File: src/rtl/karat_pkg.sv
// karat_pkg: FSM states, width derivations and WIDTH legality check for karat_mult_hs
package karat_pkg;

  typedef enum logic [2:0] {IDLE, P0, P1, P2, COMB, OUT} state_t;

  function automatic int half_w(input int w);
    return w / 2;
  endfunction

  function automatic int sum_w(input int w);
    return w / 2 + 1;
  endfunction

  function automatic int comb_w(input int w);
    return 2 * w + 2;
  endfunction

  function automatic bit width_ok(input int w);
    return (w >= 4) && (w % 2 == 0);
  endfunction

endpackage

File: src/rtl/karat_half_mult.sv
// karat_half_mult: registered (HW+1)x(HW+1) unsigned multiplier shared across P0..P2
module karat_half_mult
  import karat_pkg::*;
#(
  parameter int WIDTH = 16
)(
  input  logic                         clk,
  input  logic                         reset,
  input  state_t                       i_state,
  input  logic [half_w(WIDTH)-1:0]     i_xl,
  input  logic [half_w(WIDTH)-1:0]     i_xh,
  input  logic [half_w(WIDTH)-1:0]     i_yl,
  input  logic [half_w(WIDTH)-1:0]     i_yh,
  output logic [2*sum_w(WIDTH)-1:0]    o_prod
);

  localparam int SW = sum_w(WIDTH);

  logic [SW-1:0]   w_a;
  logic [SW-1:0]   w_b;
  logic [2*SW-1:0] r_prod;

  // Operand select: low halves in P0, high halves in P1, half sums in P2
  always_comb begin
    w_a = (i_state == P1) ? {1'b0, i_xh} :
          (i_state == P2) ? {1'b0, i_xl} + {1'b0, i_xh} : {1'b0, i_xl};
    w_b = (i_state == P1) ? {1'b0, i_yh} :
          (i_state == P2) ? {1'b0, i_yl} + {1'b0, i_yh} : {1'b0, i_yl};
  end

  // Product register; its value is consumed one state after the operands were selected
  always_ff @(posedge clk or negedge reset) begin
    if (!reset) r_prod <= '0;
    else        r_prod <= {{SW{1'b0}}, w_a} * {{SW{1'b0}}, w_b};
  end

  assign o_prod = r_prod;

endmodule

File: src/rtl/karat_mult_hs.sv
// karat_mult_hs: handshaked one-level Karatsuba multiplier; optional accumulator under KMULT_ACC_EN
module karat_mult_hs
  import karat_pkg::*;
#(
  parameter int WIDTH = 16
`ifdef KMULT_ACC_EN
  , parameter int ACC_GUARD = 8
`endif
)(
  input  logic                 clk,
  input  logic                 reset,
  input  logic                 i_valid,
  output logic                 o_ready,
  input  logic [WIDTH-1:0]     iX,
  input  logic [WIDTH-1:0]     iY,
  input  logic                 i_signed,
  output logic [2*WIDTH-1:0]   oO,
  output logic                 o_valid,
  input  logic                 i_ready
`ifdef KMULT_ACC_EN
  , input  logic                         i_acc
  , input  logic                         i_acc_clr
  , output logic [2*WIDTH+ACC_GUARD-1:0] oAcc
`endif
);

  localparam int HW = half_w(WIDTH);
  localparam int SW = sum_w(WIDTH);
  localparam int CW = comb_w(WIDTH);
  localparam int PW = 2 * WIDTH;

  generate
    if (!width_ok(WIDTH)) begin : g_bad_width
      $error("karat_mult_hs: WIDTH must be even and >= 4");
    end
  endgenerate

  state_t          r_state;
  state_t          w_next;
  logic            w_accept;
  logic [WIDTH-1:0] w_xm;
  logic [WIDTH-1:0] w_ym;
  logic            w_neg;
  logic [WIDTH-1:0] r_xm;
  logic [WIDTH-1:0] r_ym;
  logic            r_neg;
  logic [WIDTH-1:0] r_z0;
  logic [WIDTH-1:0] r_z2;
  logic [PW-1:0]   r_o;
  logic [2*SW-1:0] w_prod;
  logic [CW-1:0]   w_z0e;
  logic [CW-1:0]   w_z1e;
  logic [CW-1:0]   w_z2e;
  logic [PW-1:0]   w_mag;
  logic [PW-1:0]   w_res;

  assign w_accept = (r_state == IDLE) && i_valid;
  assign w_xm     = (i_signed && iX[WIDTH-1]) ? -iX : iX;
  assign w_ym     = (i_signed && iY[WIDTH-1]) ? -iY : iY;
  assign w_neg    = i_signed && (iX[WIDTH-1] ^ iY[WIDTH-1]) && (|iX) && (|iY);

  // State register
  always_ff @(posedge clk or negedge reset) begin
    if (!reset) r_state <= IDLE;
    else        r_state <= w_next;
  end

  // Next state and handshake outputs; ready only in IDLE, valid only in OUT
  always_comb begin
    w_next  = r_state;
    o_ready = 1'b0;
    o_valid = 1'b0;
    unique case (r_state)
      IDLE: begin
        o_ready = 1'b1;
        if (i_valid) w_next = P0;
      end
      P0:   w_next = P1;
      P1:   w_next = P2;
      P2:   w_next = COMB;
      COMB: w_next = OUT;
      OUT: begin
        o_valid = 1'b1;
        if (i_ready) w_next = IDLE;
      end
      default: w_next = IDLE;
    endcase
  end

  karat_half_mult #(.WIDTH(WIDTH)) u_half (
    .clk     (clk),
    .reset   (reset),
    .i_state (r_state),
    .i_xl    (r_xm[HW-1:0]),
    .i_xh    (r_xm[WIDTH-1:HW]),
    .i_yl    (r_ym[HW-1:0]),
    .i_yh    (r_ym[WIDTH-1:HW]),
    .o_prod  (w_prod)
  );

  // Combine z2, z1, z0 at full guard width; z1 is read straight from the multiplier in COMB
  always_comb begin
    w_z0e = {{(CW-WIDTH){1'b0}}, r_z0};
    w_z2e = {{(CW-WIDTH){1'b0}}, r_z2};
    w_z1e = {{(CW-2*SW){1'b0}}, w_prod};
    w_mag = PW'((w_z2e << WIDTH) + ((w_z1e - w_z2e - w_z0e) << HW) + w_z0e);
    w_res = r_neg ? -w_mag : w_mag;
  end

  // Operand capture at accept, partial product capture, result register held through OUT
  always_ff @(posedge clk or negedge reset) begin
    if (!reset) begin
      r_xm  <= '0;
      r_ym  <= '0;
      r_neg <= 1'b0;
      r_z0  <= '0;
      r_z2  <= '0;
      r_o   <= '0;
    end else begin
      if (w_accept) begin
        r_xm  <= w_xm;
        r_ym  <= w_ym;
        r_neg <= w_neg;
      end
      if (r_state == P1)   r_z0 <= w_prod[WIDTH-1:0];
      if (r_state == P2)   r_z2 <= w_prod[WIDTH-1:0];
      if (r_state == COMB) r_o  <= w_res;
    end
  end

  assign oO = r_o;

`ifdef KMULT_ACC_EN
  localparam int AW = PW + ACC_GUARD;

  logic          r_acc_en;
  logic [AW-1:0] r_acc;
  logic [AW-1:0] w_sext;

  // Only a nonzero signed-negative result is negative, so r_neg is the extension bit
  assign w_sext = {{ACC_GUARD{r_neg}}, w_res};

  // Accumulate on the COMB->OUT edge so oAcc moves together with o_valid
  always_ff @(posedge clk or negedge reset) begin
    if (!reset) begin
      r_acc_en <= 1'b0;
      r_acc    <= '0;
    end else begin
      if (w_accept) r_acc_en <= i_acc;
      if (r_state == IDLE && i_acc_clr)     r_acc <= '0;
      else if (r_state == COMB && r_acc_en) r_acc <= r_acc + w_sext;
    end
  end

  assign oAcc = r_acc;
`endif

endmodule
File: config.mk
export PLATFORM = sky130hd
export DESIGN_NAME = karat_mult_hs
export DESIGN_NICKNAME = d
export VERILOG_FILES = /design/src/rtl/karat_pkg.sv /design/src/rtl/karat_half_mult.sv /design/src/rtl/karat_mult_hs.sv
export SDC_FILE = /design/constraint.sdc
export NUM_CORES = 1
export LEC_CHECK = 0
export ABC_AREA = 1
export CAP_MARGIN = 10
export CORE_AREA = 2 2 241 148
export DETAILED_ROUTE_END_ITERATION = 8
export DIE_AREA = 0 0 243 150
export PLACE_DENSITY = 0.52
export RECOVER_POWER = 50
export SETUP_SLACK_MARGIN = 0.3
export SYNTH_ARGS = -nofsm -noshare
export SYNTH_HDL_FRONTEND = slang
export SYNTH_SLANG_ARGS = --single-unit
File: constraint.sdc
create_clock -name clk -period 7.58 [get_ports clk]
set_input_delay 0.758 -clock clk [delete_from_list [all_inputs] [get_ports clk]]
set_output_delay 0.758 -clock clk [all_outputs]
set_load 0.01 [all_outputs]
==> results.json <==
{
  "required_ns": 7.90,
  "synth_cells": 1635,
  "arrival_ns": 6.96,
  "drtAntennaViolNets": 0,
  "syn_avg_cell_area_sq_um": 7.25,
  "slew_headroom_pct": -128,
  "cts_buffer_depth": 2,
  "finalCritPeriodShare_pct": 87.5,
  "clockRootBuffer": "clkbuf_16",
  "drive_above_1_share_pct": 5.25,
  "endpoint_kind": "flip-flop",
  "setup_violations": 0,
  "ys_types": 50,
  "clock_latency_ns": 0.44,
  "worstHoldPathType": "reg -> reg",
  "outcome": "complete, but fails checks",
  "drc": 0,
  "cts-resized-gates": 0,
  "start_kind": "flip-flop",
  "clk_pin_slew_worst_paths_ns": 0.06,
  "gp_congestion": 0.875,
  "path_class": "reg -> reg",
  "fin_nets": 1905,
  "netlist_area_sq_mm": 0.0119,
  "stdcell_area_sq_mm": 0.0136,
  "post_drt_wl_per_cell_microns": 15.3,
  "clock-sinks": 118,
  "slowest_stage": "fa_1",
  "ys_ff_latch": 118,
  "port_buffers": 70,
  "rsz0062_at_grt": "no",
  "die_w_microns": 243,
  "grt_start_max_net_pins": 66,
  "dr.first_iter.drc_count": 966,
  "synth_warnings": 0,
  "track_usage_pct": 18.6,
  "synth_edf_count": 0,
  "min_period_ns": 6.63,
  "antenna_found_initial": 0,
  "synth_nets": 1840,
  "area_growth_pct": 14.7,
  "hold_buffers": 0,
  "wl_microns": 33300,
  "die_h_microns": 150,
  "nFillCells": 3693,
  "dp_hpwl_microns": 27300,
  "seq_area_frac_synth_pct": 24.9,
  "drv_slew": 247,
  "drv_cap": 4,
  "max_stage_delay_ns": 0.54,
  "cts_setup_buffers": 0,
  "failed_checks": "max-capacitance violations, max-slew violations",
  "critPathMaxFanout": 5,
  "synthArstFlopShare_pct": 100,
  "vias": 10600,
  "finalHoldViolCount": 0,
  "placedInstanceArea_sq_mm": 0.0131,
  "core_area_sq_mm": 0.0344,
  "diodes": 0,
  "numCtsBuffers": 17,
  "finClkSkew_ns": 0.0131,
  "cts_max_level": 4,
  "num_rows": 53,
  "initial_core_util_pct": 34.5,
  "io_pins": 71,
  "cpMostUsedCell": "nand2_1",
  "grt_pass1_wl_microns": 52500,
  "grt_pass1_vias": 9405,
  "final.setup.tns_ns": 0,
  "drt-pass1-iter-count": 6,
  "gr-total-overflow": 0,
  "max_freq_mhz": 151,
  "worst_pin_slew_ns": 3.42,
  "cts_tree": "yes",
  "dieArea_sq_mm": 0.0365,
  "via_per_inst": 4.88,
  "ys.flop_type": "dfrtp_1"
}
-- worst max-delay path, delay by kind of cell (launching register included) --
kind                     cells  cell delay [ns]
XOR/XNOR                     1             0.14
flip-flops                   1             0.40
AO/OA/AOI/OAI               11             2.05
AND/OR/NAND/NOR             11             0.80
buffers and inverters        5             0.42
adder cells (fa/ha/maj)      6             2.68
-- registers in the layout, indices dropped and copies added (netlist names) --
register	count
r_ym	16
oO	32
r_z2	16
r_z0	16
r_neg	1
r_xm	16
u_half.o_prod	18
r_state	3
-- synthesized netlist by cell type, types with 2 or more instances --
library cell	count	area share, %
ha_1	113	12
a21boi_0	2	0.13
nor2_2	5	0.26
a221o_1	3	0.25
clkinv_1	2	0.063
nand2_2	15	0.79
o21bai_1	5	0.32
a21o_1	6	0.38
a211oi_1	3	0.19
nand3_1	84	3.5
a21oi_2	4	0.30
a22oi_1	3	0.19
buf_6	2	0.19
o21ai_0	131	5.5
nand3_2	5	0.42
nand4_1	15	0.79
nor2_1	143	4.5
o311ai_0	2	0.15
nor3b_1	3	0.19
inv_1	234	7.4
nand3b_1	6	0.38
fa_1	55	9.3
xnor2_1	29	2.1
a31oi_1	7	0.37
xor2_1	67	4.9
nor4_1	2	0.11
nor2_4	4	0.38
nand2_1	404	13
dfrtp_1	118	25
o31ai_1	2	0.13
nor3_1	20	0.84
nor3_2	2	0.17
or2_2	4	0.21
o21ai_1	9	0.38
clkbuf_1	27	0.85
inv_2	8	0.25
a21oi_1	78	3.3
-- metal layers --
metal | GRT usage, % | routed length (microns)
met5 | 0 | 0
met4 | 3.87 | 251
met3 | 4.45 | 2470
met2 | 20.4 | 10800
met1 | 32.8 | 19800
-- cells by family (layout without fill, tap and decap cells) --
| kind of cell | count (synthesis) | in the layout | share of synthesized area, % |
|---|---|---|---|
| AO/OA/AOI/OAI | 260 | 260 | 12.0 |
| XOR/XNOR | 96 | 96 | 7.09 |
| adder cells (fa/ha/maj) | 168 | 168 | 21.2 |
| buffers and inverters | 277 | 355 | 9.02 |
| flip-flops | 118 | 118 | 24.9 |
| AND/OR/NAND/NOR | 716 | 716 | 25.8 |
-- metrics by stage --
stage          hold slack [ns]  utilization, %  std cells  setup WS [ns]
4_1_cts                  0.410            39.7       2180           1.05
6_report                 0.483            39.6       2180          0.947
5_1_grt                  0.506            39.6       2180          0.322
2_1_floorplan            0.462               -       1635           1.73
3_5_place_dp             0.471            38.0       2148           1.09
3_3_place_gp             0.465            38.0       2148           1.14
-- placed cells by master (no fill, tap or decap), types with 7 or more instances in the layout --
cell	n
inv_2	8
dfrtp_1	118
a21oi_1	78
nand2_1	403
nand3_1	84
fa_1	55
inv_1	234
nor3_1	20
nor2_1	144
xnor2_1	29
nand2_2	16
clkbuf_16	17
o21ai_0	131
clkdlybuf4s50_1	68
o21ai_1	9
xor2_1	67
nand4_1	15
a31oi_1	7
ha_1	113
-- path summary, 6_finish.rpt --
path / endpoint / from / slack [ns] / cells after the start
min in group asynchronous: oO[31] / reset / 1.46 / 1
worst min register to register: oO[26] / oO[26] / 0.48 / 2
worst max register to register: u_half.o_prod[16] / r_xm[2] / 0.95 / 34
worst min-delay path: oO[26] / oO[26] / 0.48 / 2
max in group asynchronous: r_ym[9] / reset / 3.07 / 2
worst max-delay path: u_half.o_prod[16] / r_xm[2] / 0.95 / 34
-- cell type report --
class | count | area [sq um] | area share [%]
inverter | 244 | 916 | 6.73
clock buffer | 19 | 453 | 3.33
clock inverter | 13 | 114 | 0.837
timing repair buffer | 79 | 752 | 5.53
multi-input combinational | 1240 | 7840 | 57.6
sequential | 118 | 2950 | 21.7
tap | 467 | 584 | 4.29
Power is left out: the tool's default activity adds up to more than one toggle a clock period on the data nets, which glitch-free logic cannot reach.
